<file path="src/rtl/hazard_pkg.sv">
// Shared encodings for the ID/EX hazard and forwarding controller:
// operand forwarding selects, FSM state encoding and a select-priority helper.
package hazard_pkg;

  localparam logic [1:0] FWD_RF    = 2'b00;
  localparam logic [1:0] FWD_MEMWB = 2'b01;
  localparam logic [1:0] FWD_EXMEM = 2'b10;

  typedef enum logic {
    ST_RUN    = 1'b0,
    ST_FREEZE = 1'b1
  } state_t;

  // The youngest producer (the instruction now in EX) always wins over the older one in MEM.
  function automatic logic [1:0] fwd_pick(input logic ex_hit, input logic mem_hit);
    if (ex_hit) begin
      return FWD_EXMEM;
    end else if (mem_hit) begin
      return FWD_MEMWB;
    end
    return FWD_RF;
  endfunction

endpackage

</file>
<file path="src/rtl/hazard_fwd_ctrl_fwd_sel_calc.sv">
// Forwarding select for a single ALU operand, computed in ID from the
// destinations currently held in ID/EX and EX/MEM.
module fwd_sel_calc
  import hazard_pkg::*;
#(
  parameter int REG_ADDR_W = 5
) (
  input  logic [REG_ADDR_W-1:0] src,
  input  logic                  use_src,
  input  logic                  idex_reg_write,
  input  logic [REG_ADDR_W-1:0] idex_dst,
  input  logic                  exmem_reg_write,
  input  logic [REG_ADDR_W-1:0] exmem_dst,
  output logic [1:0]            sel
);

  logic ex_hit;
  logic mem_hit;

  // $0 is hardwired to zero, so a write to it must never be forwarded.
  assign ex_hit  = idex_reg_write && (idex_dst != '0) && use_src && (src == idex_dst);
  assign mem_hit = exmem_reg_write && (exmem_dst != '0) && use_src && (src == exmem_dst);

  assign sel = fwd_pick(ex_hit, mem_hit);

endmodule

</file>
<file path="src/rtl/hazard_fwd_ctrl.sv">
// ID/EX back-channel controller: load-use stall, taken-branch flush, memory-wait freeze
// and registered operand forwarding selects. Define HAZ_PERF_CNT_EN to build the counters.
module hazard_fwd_ctrl
  import hazard_pkg::*;
#(
  parameter int REG_ADDR_W = 5,
  parameter int MAX_WAIT   = 16,
  parameter int CNT_W      = 32
) (
  input  logic                  clk,
  input  logic                  rst_n,
  input  logic [REG_ADDR_W-1:0] id_rs,
  input  logic [REG_ADDR_W-1:0] id_rt,
  input  logic                  id_use_rs,
  input  logic                  id_use_rt,
  input  logic                  idex_mem_read,
  input  logic                  idex_reg_write,
  input  logic [REG_ADDR_W-1:0] idex_dst,
  input  logic                  exmem_reg_write,
  input  logic [REG_ADDR_W-1:0] exmem_dst,
  input  logic                  mem_req,
  input  logic                  mem_ready,
  input  logic                  br_taken,
  output logic                  pc_write,
  output logic                  ifid_write,
  output logic                  idex_bubble,
  output logic                  flush,
  output logic                  freeze,
  output logic [1:0]            fwd_a,
  output logic [1:0]            fwd_b,
  output logic                  mem_timeout,
  output logic [CNT_W-1:0]      stall_cnt,
  output logic [CNT_W-1:0]      flush_cnt,
  output logic [CNT_W-1:0]      freeze_cnt
);

  localparam int                WAIT_W   = $clog2(MAX_WAIT + 1);
  localparam logic [WAIT_W-1:0] WAIT_MAX = WAIT_W'(MAX_WAIT);

  logic load_use;
  logic freeze_req;

  assign load_use = idex_mem_read && (idex_dst != '0) &&
                    ((id_use_rs && (id_rs == idex_dst)) ||
                     (id_use_rt && (id_rt == idex_dst)));

  assign freeze_req = mem_req && !mem_ready;

  // Pipeline controls: freeze beats a taken branch, which beats a load-use stall.
  always_comb begin
    pc_write    = 1'b1;
    ifid_write  = 1'b1;
    idex_bubble = 1'b0;
    flush       = 1'b0;
    freeze      = 1'b0;
    if (!rst_n) begin
      pc_write    = 1'b0;
      ifid_write  = 1'b0;
      idex_bubble = 1'b1;
    end else if (freeze_req) begin
      freeze      = 1'b1;
      pc_write    = 1'b0;
      ifid_write  = 1'b0;
    end else if (br_taken) begin
      flush       = 1'b1;
      idex_bubble = 1'b1;
    end else if (load_use) begin
      pc_write    = 1'b0;
      ifid_write  = 1'b0;
      idex_bubble = 1'b1;
    end
  end

  // Forwarding selects for rs (index 0) and rt (index 1).
  logic [REG_ADDR_W-1:0] src_arr [2];
  logic [1:0]            use_vec;
  logic [1:0]            sel_arr [2];

  assign src_arr[0] = id_rs;
  assign src_arr[1] = id_rt;
  assign use_vec    = {id_use_rt, id_use_rs};

  genvar gi;
  generate
    for (gi = 0; gi < 2; gi++) begin : g_fwd
      fwd_sel_calc #(
        .REG_ADDR_W(REG_ADDR_W)
      ) u_calc (
        .src            (src_arr[gi]),
        .use_src        (use_vec[gi]),
        .idex_reg_write (idex_reg_write),
        .idex_dst       (idex_dst),
        .exmem_reg_write(exmem_reg_write),
        .exmem_dst      (exmem_dst),
        .sel            (sel_arr[gi])
      );
    end
  endgenerate

  logic [1:0] fwd_a_reg;
  logic [1:0] fwd_b_reg;

  // Selects are computed in ID and clocked into EX alongside the instruction they belong to.
  always_ff @(posedge clk) begin
    if (!rst_n) begin
      fwd_a_reg <= FWD_RF;
      fwd_b_reg <= FWD_RF;
    end else if (freeze) begin
      fwd_a_reg <= fwd_a_reg;
      fwd_b_reg <= fwd_b_reg;
    end else if (idex_bubble || flush) begin
      fwd_a_reg <= FWD_RF;
      fwd_b_reg <= FWD_RF;
    end else begin
      fwd_a_reg <= sel_arr[0];
      fwd_b_reg <= sel_arr[1];
    end
  end

  assign fwd_a = fwd_a_reg;
  assign fwd_b = fwd_b_reg;

  state_t            state_reg, state_next;
  logic [WAIT_W-1:0] wait_reg, wait_next;
  logic              timeout_reg, timeout_next;

  always_ff @(posedge clk) begin
    if (!rst_n) begin
      state_reg   <= ST_RUN;
      wait_reg    <= '0;
      timeout_reg <= 1'b0;
    end else begin
      state_reg   <= state_next;
      wait_reg    <= wait_next;
      timeout_reg <= timeout_next;
    end
  end

  // The wait counter includes the cycle that enters FREEZE, so the timeout
  // flag rises on the MAX_WAIT-th consecutive freeze edge.
  always_comb begin
    state_next   = state_reg;
    wait_next    = wait_reg;
    timeout_next = timeout_reg;
    case (state_reg)
      ST_RUN: begin
        if (freeze_req) begin
          state_next = ST_FREEZE;
        end
      end
      ST_FREEZE: begin
        if (mem_ready) begin
          state_next = ST_RUN;
        end
      end
      default: state_next = ST_RUN;
    endcase
    if (state_next == ST_RUN) begin
      wait_next = '0;
    end else if (freeze_req && (wait_reg != WAIT_MAX)) begin
      wait_next = wait_reg + 1'b1;
    end
    if (wait_next == WAIT_MAX) begin
      timeout_next = 1'b1;
    end
  end

  assign mem_timeout = timeout_reg;

`ifdef HAZ_PERF_CNT_EN
  logic             stall_cycle;
  logic [CNT_W-1:0] stall_cnt_reg;
  logic [CNT_W-1:0] flush_cnt_reg;
  logic [CNT_W-1:0] freeze_cnt_reg;

  // A load-use cycle only counts as a stall when nothing of higher priority overrides it.
  assign stall_cycle = rst_n && !freeze_req && !br_taken && load_use;

  always_ff @(posedge clk) begin
    if (!rst_n) begin
      stall_cnt_reg  <= '0;
      flush_cnt_reg  <= '0;
      freeze_cnt_reg <= '0;
    end else begin
      if (stall_cycle) stall_cnt_reg  <= stall_cnt_reg + 1'b1;
      if (flush)       flush_cnt_reg  <= flush_cnt_reg + 1'b1;
      if (freeze)      freeze_cnt_reg <= freeze_cnt_reg + 1'b1;
    end
  end

  assign stall_cnt  = stall_cnt_reg;
  assign flush_cnt  = flush_cnt_reg;
  assign freeze_cnt = freeze_cnt_reg;
`else
  assign stall_cnt  = '0;
  assign flush_cnt  = '0;
  assign freeze_cnt = '0;
`endif

endmodule

</file>
<file path="config.mk">
export PLATFORM = sky130hd
export DESIGN_NAME = hazard_fwd_ctrl
export DESIGN_NICKNAME = d
export VERILOG_FILES = /design/src/rtl/hazard_pkg.sv /design/src/rtl/hazard_fwd_ctrl_fwd_sel_calc.sv /design/src/rtl/hazard_fwd_ctrl.sv
export SDC_FILE = /design/constraint.sdc
export NUM_CORES = 1
export LEC_CHECK = 0
export BUFFER_PORTS_ARGS = -buffer_cell sky130_fd_sc_hd__buf_2
export CAP_MARGIN = 15
export CORE_MARGIN = 5
export CORE_UTILIZATION = 41
export DETAILED_ROUTE_END_ITERATION = 16
export PLACE_DENSITY = 0.87
export SETUP_SLACK_MARGIN = 0.15
export SYNTH_ARGS = -nofsm -noshare
export SYNTH_HDL_FRONTEND = slang
export SYNTH_HIERARCHICAL = 1
export SYNTH_SLANG_ARGS = --single-unit
</file>
<file path="constraint.sdc">
create_clock -name clk -period 1.9 [get_ports clk]
set_input_delay 0.38 -clock clk [delete_from_list [all_inputs] [get_ports clk]]
set_output_delay 0.38 -clock clk [all_outputs]
set_load 0.005 [all_outputs]
</file>
# [Word-level counts from Yosys, hierarchy flattened]
# Cells that the tools add are included.
# W data, S select, Z words.
[word_totals] regBits=11 in_bits=30 output_inout_bits=106 elab_cells=63
[classes] addsub=1 eq_ne=6 mux=29 n_bitwise=1 reduce_logical=21
[op_table] operator="$eq A5 B5 Y1" count=4
[op_table] operator="$mux W1" count=18
[op_table] operator="$logic_and A1 B1 Y1" count=16
[op_table] operator="$mux W2" count=8
[op_table] operator="$mux W5" count=2
[op_table] operator="$reduce_bool A5 Y1" count=2
[op_table] operator="$add A5 B1 Y5 const B" count=1
[op_table] operator="$eq A5 B5 Y1 const B" count=1
[op_table] operator="$ne A5 B5 Y1 const B" count=1
[op_table] operator="$logic_or A1 B1 Y1" count=2
[op_table] operator="$pmux W1 S2" count=1
[op_table] operator="$logic_not A1 Y1" count=1
[op_table] operator="$not A1 Y1" count=1

# [Logic depth before layout (Yosys ltp)]
# Gate-level depths: netlist of run 1.
[logic_depth] ltp_word=10 ltp_mapped=7 ltp_nobuf=7

# [Cells and area by module]
# The synthesis of run 1 kept the hierarchy.
[by_module_without_submodules] module="hazard_fwd_ctrl" instances=1 cells_each=190 area_per_inst_um2=1490.2 seq_area_each_um2=220.2
[by_module_without_submodules] module="fwd_sel_calc" instances=2 cells_each=20 area_per_inst_um2=161.4 seq_area_each_um2=0.0

# [Worst setup path before layout of run 1]
# Ideal clock, no wire load.
[synth_timing] path_kind="in2out" start="input port idex_dst[1]" end="output port pc_write" arrival_time_ps=1565 t_required_ps=1520 slack_ps=-45 path_stages=5 n_path_buf=1 cell_sequence="or4_4 -> o21ai_4 -> nor2_1 -> a21boi_0 -> buf_4"
[synth_between] elab_chain_cells=8 elab_cells_between_ends=12 cone_classes="eq/ne: 2; mux: 4; reduce/logical: 6"
[synth_lines] element="start: declaration" line_no="hazard_fwd_ctrl.sv:18" text="input logic [REG_ADDR_W-1:0] idex_dst,"
[synth_lines] element="$eq A5 B5 Y1 (on tied branches)" line_no="hazard_fwd_ctrl.sv:44, hazard_fwd_ctrl.sv:45"
[synth_lines] element="$logic_and A1 B1 Y1 (on tied branches)" line_no="hazard_fwd_ctrl.sv:44, hazard_fwd_ctrl.sv:45"
[synth_lines] element="$logic_or A1 B1 Y1" line_no="hazard_fwd_ctrl.sv:44" text="((id_use_rs && (id_rs == idex_dst)) ||"
[synth_lines] element="$logic_and A1 B1 Y1 *" line_no="hazard_fwd_ctrl.sv:43" text="assign load_use = idex_mem_read && (idex_dst != '0) &&"
[synth_lines] element="$mux W1 * (4 in series)"
[synth_lines] element="end: declaration" line_no="hazard_fwd_ctrl.sv:24" text="output logic pc_write,"
# Mark *: on every way between the ends. The rest lies on a longest branch, timed or not.

# [Worst setup path in the final report of run 1]
[layout_timing] start="input port idex_dst[1]" end="output port idex_bubble"
[layout_between] elab_chain_cells=8 elab_cells_between_ends=12 cone_classes="eq/ne: 2; mux: 4; reduce/logical: 6"
[layout_lines] element="$eq A5 B5 Y1 (on tied branches)" line_no="hazard_fwd_ctrl.sv:44, hazard_fwd_ctrl.sv:45"
[layout_lines] element="$logic_and A1 B1 Y1 (on tied branches)" line_no="hazard_fwd_ctrl.sv:44, hazard_fwd_ctrl.sv:45"
[layout_lines] element="$logic_or A1 B1 Y1" line_no="hazard_fwd_ctrl.sv:44"
[layout_lines] element="$logic_and A1 B1 Y1 *" line_no="hazard_fwd_ctrl.sv:43"
[layout_lines] element="$mux W1 *" line_no="hazard_fwd_ctrl.sv:67" text="end else if (load_use) begin"
[layout_lines] element="$mux W1 *" line_no="hazard_fwd_ctrl.sv:64" text="end else if (br_taken) begin"
[layout_lines] element="$mux W1 *" line_no="hazard_fwd_ctrl.sv:60" text="end else if (freeze_req) begin"
[layout_lines] element="$mux W1 *" line_no="hazard_fwd_ctrl.sv:56" text="if (!rst_n) begin"
[layout_lines] element="end: declaration" line_no="hazard_fwd_ctrl.sv:26" text="output logic idex_bubble,"
# Marked as above.

==> impl_results.md, run 1 <==
* Status: finished, violations left
* Failing checks: setup timing
* Unique masters post-synth at 38
* Initial core utilization at 41.9%
* Iter 0 DRT Violations at 53
* Clock tree buffer depth at 2
* GP Congestion at 0.845
* Crit. Startpoint: idex_dst[1]
* Initial DRT Pass Iterations at 4
* Final core utilization at 45.2%
* Synth warn at 6
* Async SR Flop Fraction at 0%
* Crit-path max FO at 3
* Fillers at 448
* Syn_area_per_cell at 7.88 µm²
* First-pass GRT wire length at 6.04 mm
* Area Growth Syn to Fin at 7.73%
* WP buf/inv at 2
* Via count at 1481
* FF-to-FF Start: wait_reg[1]
* Startpoint Class: primary input
* Clk pin slew, worst setup/hold paths at 0.05 ns
* Final Worst Setup Slack at -0.130 ns
* Yosys reg bits at 11
* WS Path Type: in2out
* H-tree depth at 1
* Clock share of power at 31.1%
* Family with the most delay on the worst path: simple AND/OR/NAND/NOR gates
* Top_reg_cell synth: dfxtp_1
* Clock buffer count from CTS at 3
* Max Freq at 493 MHz
* Storage element area at 221 µm²
* Share of layout cells above drive strength 1 at 27.1%
* Pre-CTS WS at -0.160 ns
* Fin crit period at 2.03 ns
* Comb power frac at 38.1%
* Core Region at 0.00432 mm²
* Post-synth top area share at 40.2%
* Drt wl/cell at 11.9 µm
* Crit path arrival time at 1.65 ns
* Max reg flops at 5
* Sw frac at 35.1%
* Pint at 0.498 mW
* Period utilisation layout at 107%
* RSZ-0062 raised after global routing: yes
* Placed cell areas at 0.00179 mm²
* Die Span X at 76.5 µm
* DRC viols at 0
* GR Util All Layers at 12.0%
* Initial antenna violation count at 0
* Worst min-delay path startpoint: rst_n
* Largest stage delay on the critical path at 0.54 ns
* Row count at 24
* Switching Power at 0.269 mW
* Overall power at 0.767 mW
* TritonCTS clock tree: built
* Hold Path Class: in2reg
* Post-route insts no fill at 336
* Cells after Synth at 230
* Die extent in y at 76.5 µm
* Slowest CP cell: or4_4
* Post-synth EDFFs at 0
* Max Cap Violations at 0
* Largest net degree at the start of global routing at 9
* TritonCTS Sinks at 11
* Clock root cell: clkbuf_8
* Power Density at 393 mW/mm²
* Most numerous cell in the Yosys netlist: buf_4
* Mapped Area at 0.00181 mm²
* Antenna Violating Nets Remaining at 0
* Global route overflow at 0
* Multi-input gate area at 0.00128 mm²
* Final setup vio count at 3
* Most frequent cells after synthesis: buf_4, xnor2_1, nand2_1
* Final hold vios at 0
* I/O pin total at 136
* Min Hold Slack at 0.449 ns
* Critical Path, Cell by Cell: buf_6, or4_4, o21ai_4, nor2_2, a221o_1, buf_2
* Max-slew violation count at 0
* Vias in the first global route at 1358
* Post-Place Cells at 331
* # diodes at 0
* Max VDD drop at 0.250 mV
* DP HPWL at 3.29 mm
* Layout Nets at 317
* Crit end category: output port
* Sequential share of power at 30.8%
* Port buffer count at 39
* Worst Clk Skew at 0.00504 ns
* Die Area at 0.00585 mm²
* WP data required at 1.52 ns
* Post-synthesis sequential area ratio at 12.1%
* Via density at 4.41
* Leakage at 0.952 nW
* Final setup TNS at -0.184 ns
* Top cell type by total area after synthesis: buf_4
* Clock Latency Late Sink at 0.24 ns
* Post-Route WL at 4.01 mm
* Post-route cell area at 0.00195 mm²
* Synth area leaders: buf_4, dfxtp_1, xnor2_1, nand2_1, nor2_1
## final timing paths
kind	end	slack (ns)	cells after the start
max	idex_bubble	-0.13	6
min	mem_timeout	0.45	2
max reg2reg	wait_reg[0]	0.28	6
min reg2reg	fwd_b[0]	0.46	2
## cell type report
cell class	instances	area share (%)
Clock buffer	4	2.31
Inverter	8	1.54
Multi-Input combinational cell	208	65.6
Sequential cell	11	11.3
Tap cell	52	3.33
Timing Repair Buffer	53	15.9
## power by group through the flow
stage               sequential (mW)  combinational [mW]  clock [mW]
finish                        0.236               0.292       0.239
CTS                           0.236               0.257       0.244
detailed placement            0.241               0.253           0
global placement              0.240               0.247           0
floorplan                     0.240               0.292           0
global route                  0.236               0.323       0.261
## metal layers
metal	track usage [%]	up-vias	part of all wire [%]
met2	22.9	98	52
li1	-	696	-
met5	0	-	0
met3	4.73	5	12
met4	1.22	0	0.67
met1	12.7	682	35
## logic make-up (layout without fill, tap and decap cells)
family	count (synthesis)	after routing	synth area share, %
XOR/XNOR	27	27	13.0
adder cells (fa/ha/maj)	2	2	1.38
AND/OR/NAND/NOR	50	50	15.0
buffers and inverters	106	65	42.1
multiplexers	2	2	1.17
flip-flops	11	11	12.1
other	1	96	0.207
AO/OA/AOI/OAI	31	31	15.0
## placed cells by master, fill, tap and decap left out, types with 4 or more instances in the layout
master	Yosys	layout
a32oi_1	4	4
buf_2	1	38
buf_4	97	13
conb_1	1	96
dfxtp_1	11	10
inv_1	8	8
nand2_1	12	12
nand3_1	6	5
nand4_1	4	4
nor2_1	11	11
o21ai_0	5	5
xnor2_1	24	19
xnor2_2	0	5
## repair_timing
item,4_1_cts,5_1_grt
hold buffers,0,0
pin swaps,2,8
endpoints found under the setup margin,3,8
resized for setup,1,14
setup buffers,1,0
No activity file was read; power rests on OpenSTA's default activity.
==> run 2: changes to the inputs <==
--- a/config.mk
+++ b/config.mk
@@ -10,6 +10,7 @@
 export CORE_MARGIN = 5
 export CORE_UTILIZATION = 41
 export DETAILED_ROUTE_END_ITERATION = 16
+export MAX_ROUTING_LAYER = met4
 export PLACE_DENSITY = 0.87
 export SETUP_SLACK_MARGIN = 0.15
 export SYNTH_ARGS = -nofsm -noshare
==> run 2 against run 1 <==
Largest cell class unchanged. Utilization is the same. Die area unchanged. Hold slack lost 0.00099 ns. Design area unchanged. Critical path type unchanged. Routed wire length is 0.77% lower. Combinational power barely moved. Cell count unchanged. The flow still finishes with violations (setup timing).
==> impl_results.md, run 2 (same netlist as run 1, synthesis figures left out) <==
* First-pass GRT wire length at 6.04 mm (+0.12%)
* Row count at 24 (unchanged)
* Global route overflow at 0 (unchanged)
* Met2 Use GR at 22.9% (unchanged)
* Max VDD drop at 0.252 mV (+0.61%)
* TritonCTS Sinks at 11 (unchanged)
* Port buffer count at 39 (unchanged)
* Post-route cell area at 0.00195 mm² (unchanged)
* Commonest non-fill, non-tap cell in the layout: conb_1
* Final setup vio count at 3 (unchanged)
* Commonest cells after routing, fill and taps aside: conb_1, buf_2, xnor2_1
* Worst R2R Setup Slack at 0.28 ns (about the same)
* Via density at 4.37 (-0.95%)
* Die extent in y at 76.5 µm (unchanged)
* Met3 usage at 4.37% (-0.35 points)
* Max Cap Violations at 0 (unchanged)
* Clock root cell: clkbuf_8
* Clock buffer count from CTS at 3 (unchanged)
* Initial core utilization at 41.9% (unchanged)
* Period utilisation layout at 107% (about the same)
* CTS Hold Bufs at 0 (unchanged)
* Initial antenna violation count at 0 (unchanged)
* Antenna Violating Nets Remaining at 0 (unchanged)
* Hold-critical path depth at 2 (unchanged)
* Worst min-delay path startpoint: rst_n
* GR Util All Layers at 12.4% (+0.33 points)
* DP HPWL at 3.29 mm (unchanged)
* Crit-path max FO at 3 (unchanged)
* Switching Power at 0.270 mW (+0.26%)
* Worst Clk Skew at 0.00419 ns (-0.000854 ns)
* Core Region at 0.00432 mm² (unchanged)
* Max Freq at 493 MHz (about the same)
* Power Density at 393 mW/mm² (+0.10%)
* Fin crit period at 2.03 ns (-0.000244 ns)
* Min-Delay Endpoint: mem_timeout
* TritonCTS clock tree: built
* Worst reg2reg path endpoint: wait_reg[0]
* GR peak layer: met2
* Largest net degree at the start of global routing at 9 (unchanged)
* Post-Place Cells at 331 (unchanged)
* Iter 0 DRT Violations at 47 (-11%)
* Crit end category: output port
* Final Worst Setup Slack at -0.130 ns (+0.000244 ns)
* Die Span X at 76.5 µm (unchanged)
* Post-route insts no fill at 336 (unchanged)
* WP data required at 1.52 ns (about the same)
* Layout Nets at 317 (unchanged)
* Min Hold Slack at 0.448 ns (-0.000993 ns)
* Status: finished, violations left
* Clk pin slew, worst setup/hold paths at 0.05 ns (about the same)
* Post-Route WL at 3.98 mm (-0.77%)
* Placed cell areas at 0.00179 mm² (unchanged)
* Initial DRT Pass Iterations at 4 (unchanged)
* H-tree depth at 1 (unchanged)
* FF-to-FF Start: wait_reg[1]
* Leakage at 0.952 nW (unchanged)
* Worst reg-to-reg path cell count at 6 (unchanged)
* Die Area at 0.00585 mm² (unchanged)
* RSZ-0062 raised after global routing: yes
* Area Growth Syn to Fin at 7.73% (unchanged)
* Crit path arrival time at 1.65 ns (about the same)
* Drt wl/cell at 11.9 µm (-0.77%)
* Sw frac at 35.1% (+0.056 points)
* Max-slew violation count at 0 (unchanged)
* Clock share of power at 31.3% (+0.2 points)
* Sequential share of power at 30.7% (about the same)
* Hold Path Class: in2reg
* Final hold vios at 0 (unchanged)
* # diodes at 0 (unchanged)
* Crit. Startpoint: idex_dst[1]
* I/O pin total at 136 (unchanged)
* DRC viols at 0 (unchanged)
* WS Path Type: in2out
* Max reg flops at 5 (unchanged)
* Failing checks: setup timing
* Via count at 1467 (-0.95%)
* Startpoint Class: primary input
* Comb power frac at 37.9% (-0.2 points)
* GP Congestion at 0.859 (+1.6%)
* Met1 Resource Use GR at 12.9% (+0.21 points)
* Clock Latency Late Sink at 0.24 ns (about the same)
* Overall power at 0.768 mW (+0.10%)
* Pint at 0.498 mW (about the same)
* Share of layout cells above drive strength 1 at 27.1% (unchanged)
* Clock tree buffer depth at 2 (unchanged)
* Vias in the first global route at 1356 (-0.15%)
run 2: worst max path at each step:
stage,end,slack [ns],cells past startpoint
3_3_place_gp,idex_bubble,-0.17,6
2_1_floorplan,pc_write,0.05,5
6_report,idex_bubble,-0.13,6
4_1_cts,idex_bubble,-0.14,6
5_1_grt,idex_bubble,-0.17,6
3_5_place_dp,idex_bubble,-0.16,6
run 2: metrics by stage:
stage	setup slack (ns)	util (%)	TNS, ns
finish	-0.130	45.2	-0.178
global route	-0.168	45.2	-0.314
CTS	-0.142	42.9	-0.293
detailed placement	-0.160	41.5	-0.340
global placement	-0.167	41.5	-0.302
floorplan	0.0522	-	0
run 2: repair_timing:
item | in CTS | in global routing
pin swaps | 2 | 8
resized for setup | 1 | 14
endpoints found under the setup margin | 3 | 8
hold endpoints to repair | 0 | 0
buffers inserted | 1 | 0
run 2: routing by layer:
layer  wire (µm)  part of all wire, %
met1        1390                   35
met2        2080                   52
met3         488                   12
met4          21                 0.53
met5           0                    0
run 2: worst max-delay path: stages:
cell,delay (ns)
buf_6,0.09
or4_4,0.54
o21ai_4,0.17
nor2_2,0.05
a221o_1,0.28
buf_2,0.13
run 2: power by group through the flow:
| stage | registers [mW] | clock network [mW] | logic, mW |
|---|---|---|---|
| 6_report | 0.236 | 0.240 | 0.291 |
| 5_1_grt | 0.236 | 0.261 | 0.323 |
| 4_1_cts | 0.236 | 0.244 | 0.257 |
| 3_5_place_dp | 0.241 | 0 | 0.253 |
| 3_3_place_gp | 0.240 | 0 | 0.247 |
| 2_1_floorplan | 0.240 | 0 | 0.292 |
run 2: layout make-up:
type                            instances  area (µm²)
Fill cell                             448        2370
Inverter                                8        30.0
Timing Repair Buffer                   53         310
Sequential cell                        11         221
Clock buffer                            4        45.0
Multi-Input combinational cell        208        1280
Tap cell                               52        65.1
==> run 3: changes to the inputs <==
--- a/config.mk
+++ b/config.mk
@@ -7,11 +7,13 @@
 export LEC_CHECK = 0
 export BUFFER_PORTS_ARGS = -buffer_cell sky130_fd_sc_hd__buf_2
 export CAP_MARGIN = 15
+export CELL_PAD_IN_SITES_DETAIL_PLACEMENT = 0
+export CELL_PAD_IN_SITES_GLOBAL_PLACEMENT = 1
 export CORE_MARGIN = 5
-export CORE_UTILIZATION = 41
+export CORE_UTILIZATION = 27
 export DETAILED_ROUTE_END_ITERATION = 16
 export MAX_ROUTING_LAYER = met4
-export PLACE_DENSITY = 0.87
+export PLACE_DENSITY = 0.86
 export SETUP_SLACK_MARGIN = 0.15
 export SYNTH_ARGS = -nofsm -noshare
 export SYNTH_HDL_FRONTEND = slang
==> run 3 against run 2 <==
The flow still finishes with violations (setup timing). Routed wire length increased by 4.2%. Total power decreased by 0.88%. Count of clock-buffer cells in the layout unchanged. Critical path depth unchanged. Critical path type unchanged. Critical endpoint unchanged.
==> impl_results.md, run 3 (same netlist as run 1, synthesis figures left out) <==
* Pre-CTS WS at -0.197 ns (-0.0368 ns)
* CTS Hold Bufs at 0 (unchanged)
* Critical path destination: idex_bubble
* Global route overflow at 0 (unchanged)
* Failing checks: setup timing
* Layout Nets at 318 (+0.32%)
* Crit path arrival time at 1.68 ns (+0.03 ns)
* Crit-path max FO at 3 (unchanged)
* DP HPWL at 3.56 mm (+8.1%)
* Clock root cell: clkbuf_8
* Die Area at 0.00845 mm² (+44%)
* Startpoint Class: primary input
* Worst reg2reg path endpoint: wait_reg[0]
* Die Span X at 91.9 µm (+20%)
* FF-to-FF Start: wait_reg[1]
* Post-Route WL at 4.15 mm (+4.2%)
* First-pass GRT wire length at 6.09 mm (+0.68%)
* Max-slew violation count at 0 (unchanged)
* WS Path Type: in2out
* Core Region at 0.00646 mm² (+49%)
* H-tree depth at 1 (unchanged)
* WP data required at 1.52 ns (about the same)
* Worst reg-to-reg path cell count at 6 (unchanged)
* TritonCTS Sinks at 11 (unchanged)
* RSZ-0062 raised after global routing: yes
* Worst Clk Skew at 0.00447 ns (+0.000280 ns)
* Largest net degree at the start of global routing at 9 (unchanged)
* Share of layout cells above drive strength 1 at 26.7% (-0.45 points)
* Leakage at 0.944 nW (-0.82%)
* Commonest non-fill, non-tap cell in the layout: conb_1
* Final Worst Setup Slack at -0.159 ns (-0.0296 ns)
* Period utilisation layout at 108% (+1.6 points)
* Die extent in y at 91.9 µm (+20%)
* Status: finished, violations left
* GR Util All Layers at 8.90% (-3.5 points)
* Via density at 4.04 (-7.4%)
* Final core utilization at 30.8% (-14 points)
* Row count at 29 (+21%)
* TritonCTS clock tree: built
* Port buffer count at 39 (unchanged)
* Max Freq at 486 MHz (-1.4%)
* Drt wl/cell at 11.5 µm (-3.3%)
* Vias in the first global route at 1314 (-3.1%)
* Max VDD drop at 0.173 mV (-31%)
* Crit end category: output port
* Hold Path Class: in2reg
* Initial core utilization at 28.1% (-14 points)
* Final setup vio count at 3 (unchanged)
* Worst R2R Setup Slack at 0.29 ns (about the same)
* Final hold vios at 0 (unchanged)
* Clock tree buffer depth at 2 (unchanged)
* Via count at 1463 (-0.27%)
* Clock Latency Late Sink at 0.23 ns (about the same)
* Clock buffer count from CTS at 3 (unchanged)
* GP Congestion at 0.801 (-6.7%)
* Clk pin slew, worst setup/hold paths at 0.05 ns (about the same)
* # diodes at 0 (unchanged)
* Max Cap Violations at 0 (unchanged)
* DRC viols at 0 (unchanged)
* I/O pin total at 136 (unchanged)
* Fin crit period at 2.06 ns (+0.0296 ns)
* Power Density at 382 mW/mm² (-2.8%)
* Iter 0 DRT Violations at 51 (+8.5%)
* Max reg flops at 5 (unchanged)
* Initial antenna violation count at 0 (unchanged)
* Commonest cells after routing, fill and taps aside: conb_1, buf_2, xnor2_1
* Crit. Startpoint: idex_dst[1]
* Area Growth Syn to Fin at 9.80%
* Antenna Violating Nets Remaining at 0 (unchanged)
* Initial DRT Pass Iterations at 4 (unchanged)
==> run 3: worst min path at each step <==
stage           startpoint     endpoint  depth (start not counted)
5_1_grt              rst_n  mem_timeout                          2
2_1_floorplan     fwd_a[0]     fwd_a[0]                          2
6_report             rst_n  mem_timeout                          2
3_3_place_gp   mem_timeout  mem_timeout                          1
3_5_place_dp      fwd_a[0]     fwd_a[0]                          2
4_1_cts              rst_n  mem_timeout                          2
==> run 3: area by class of cell <==
| type | instances | area (µm²) |
|---|---|---|
| Fill cell | 668 | 4470 |
| Multi-Input combinational cell | 208 | 1270 |
| Timing Repair Buffer | 54 | 324 |
| Sequential cell | 11 | 221 |
| Tap cell | 77 | 96.3 |
| Clock buffer | 4 | 45.0 |
| Inverter | 8 | 30.0 |
==> run 3: through the flow <==
stage / power, mW / std cells / instance area, µm² / setup TNS [ns] / hold slack [ns]
final: 0.761 / 362 / 1990 / -0.207 / 0.433
after global routing: 0.813 / 362 / 1990 / -0.413 / 0.449
after CTS: 0.740 / 362 / 1900 / -0.417 / 0.425
after detailed placement: 0.496 / 356 / 1830 / -0.470 / 0.461
after global placement: 0.490 / 356 / 1830 / -0.335 / 0.455
after floorplan: 0.532 / 325 / 2170 / 0 / 0.460
==> run 3: per-layer routing <==
layer | track usage, % | share of wire, %
met5 | - | 0
met3 | 1.88 | 9.5
met2 | 15.3 | 51
met4 | 2.72 | 1.5
met1 | 10.4 | 38
==> run 3: timing repair <==
| action | 4_1_cts | 5_1_grt |
|---|---|---|
| pin swaps | 2 | 5 |
| endpoints found under the setup margin | 3 | 8 |
| setup buffers | 2 | 0 |
| resized for setup | 2 | 14 |
==> run 3: report_power, final <==
part           internal (mW)  switching [mW]
clock network          0.147          0.0853
logic                  0.118           0.174
registers              0.234         0.00240
total                  0.499           0.262
==> run 3: critical path, stage by stage <==
cell,delay (ns)
buf_6,0.09
or4_4,0.54
o21ai_4,0.18
nor2_2,0.06
a221o_1,0.30
buf_2,0.13
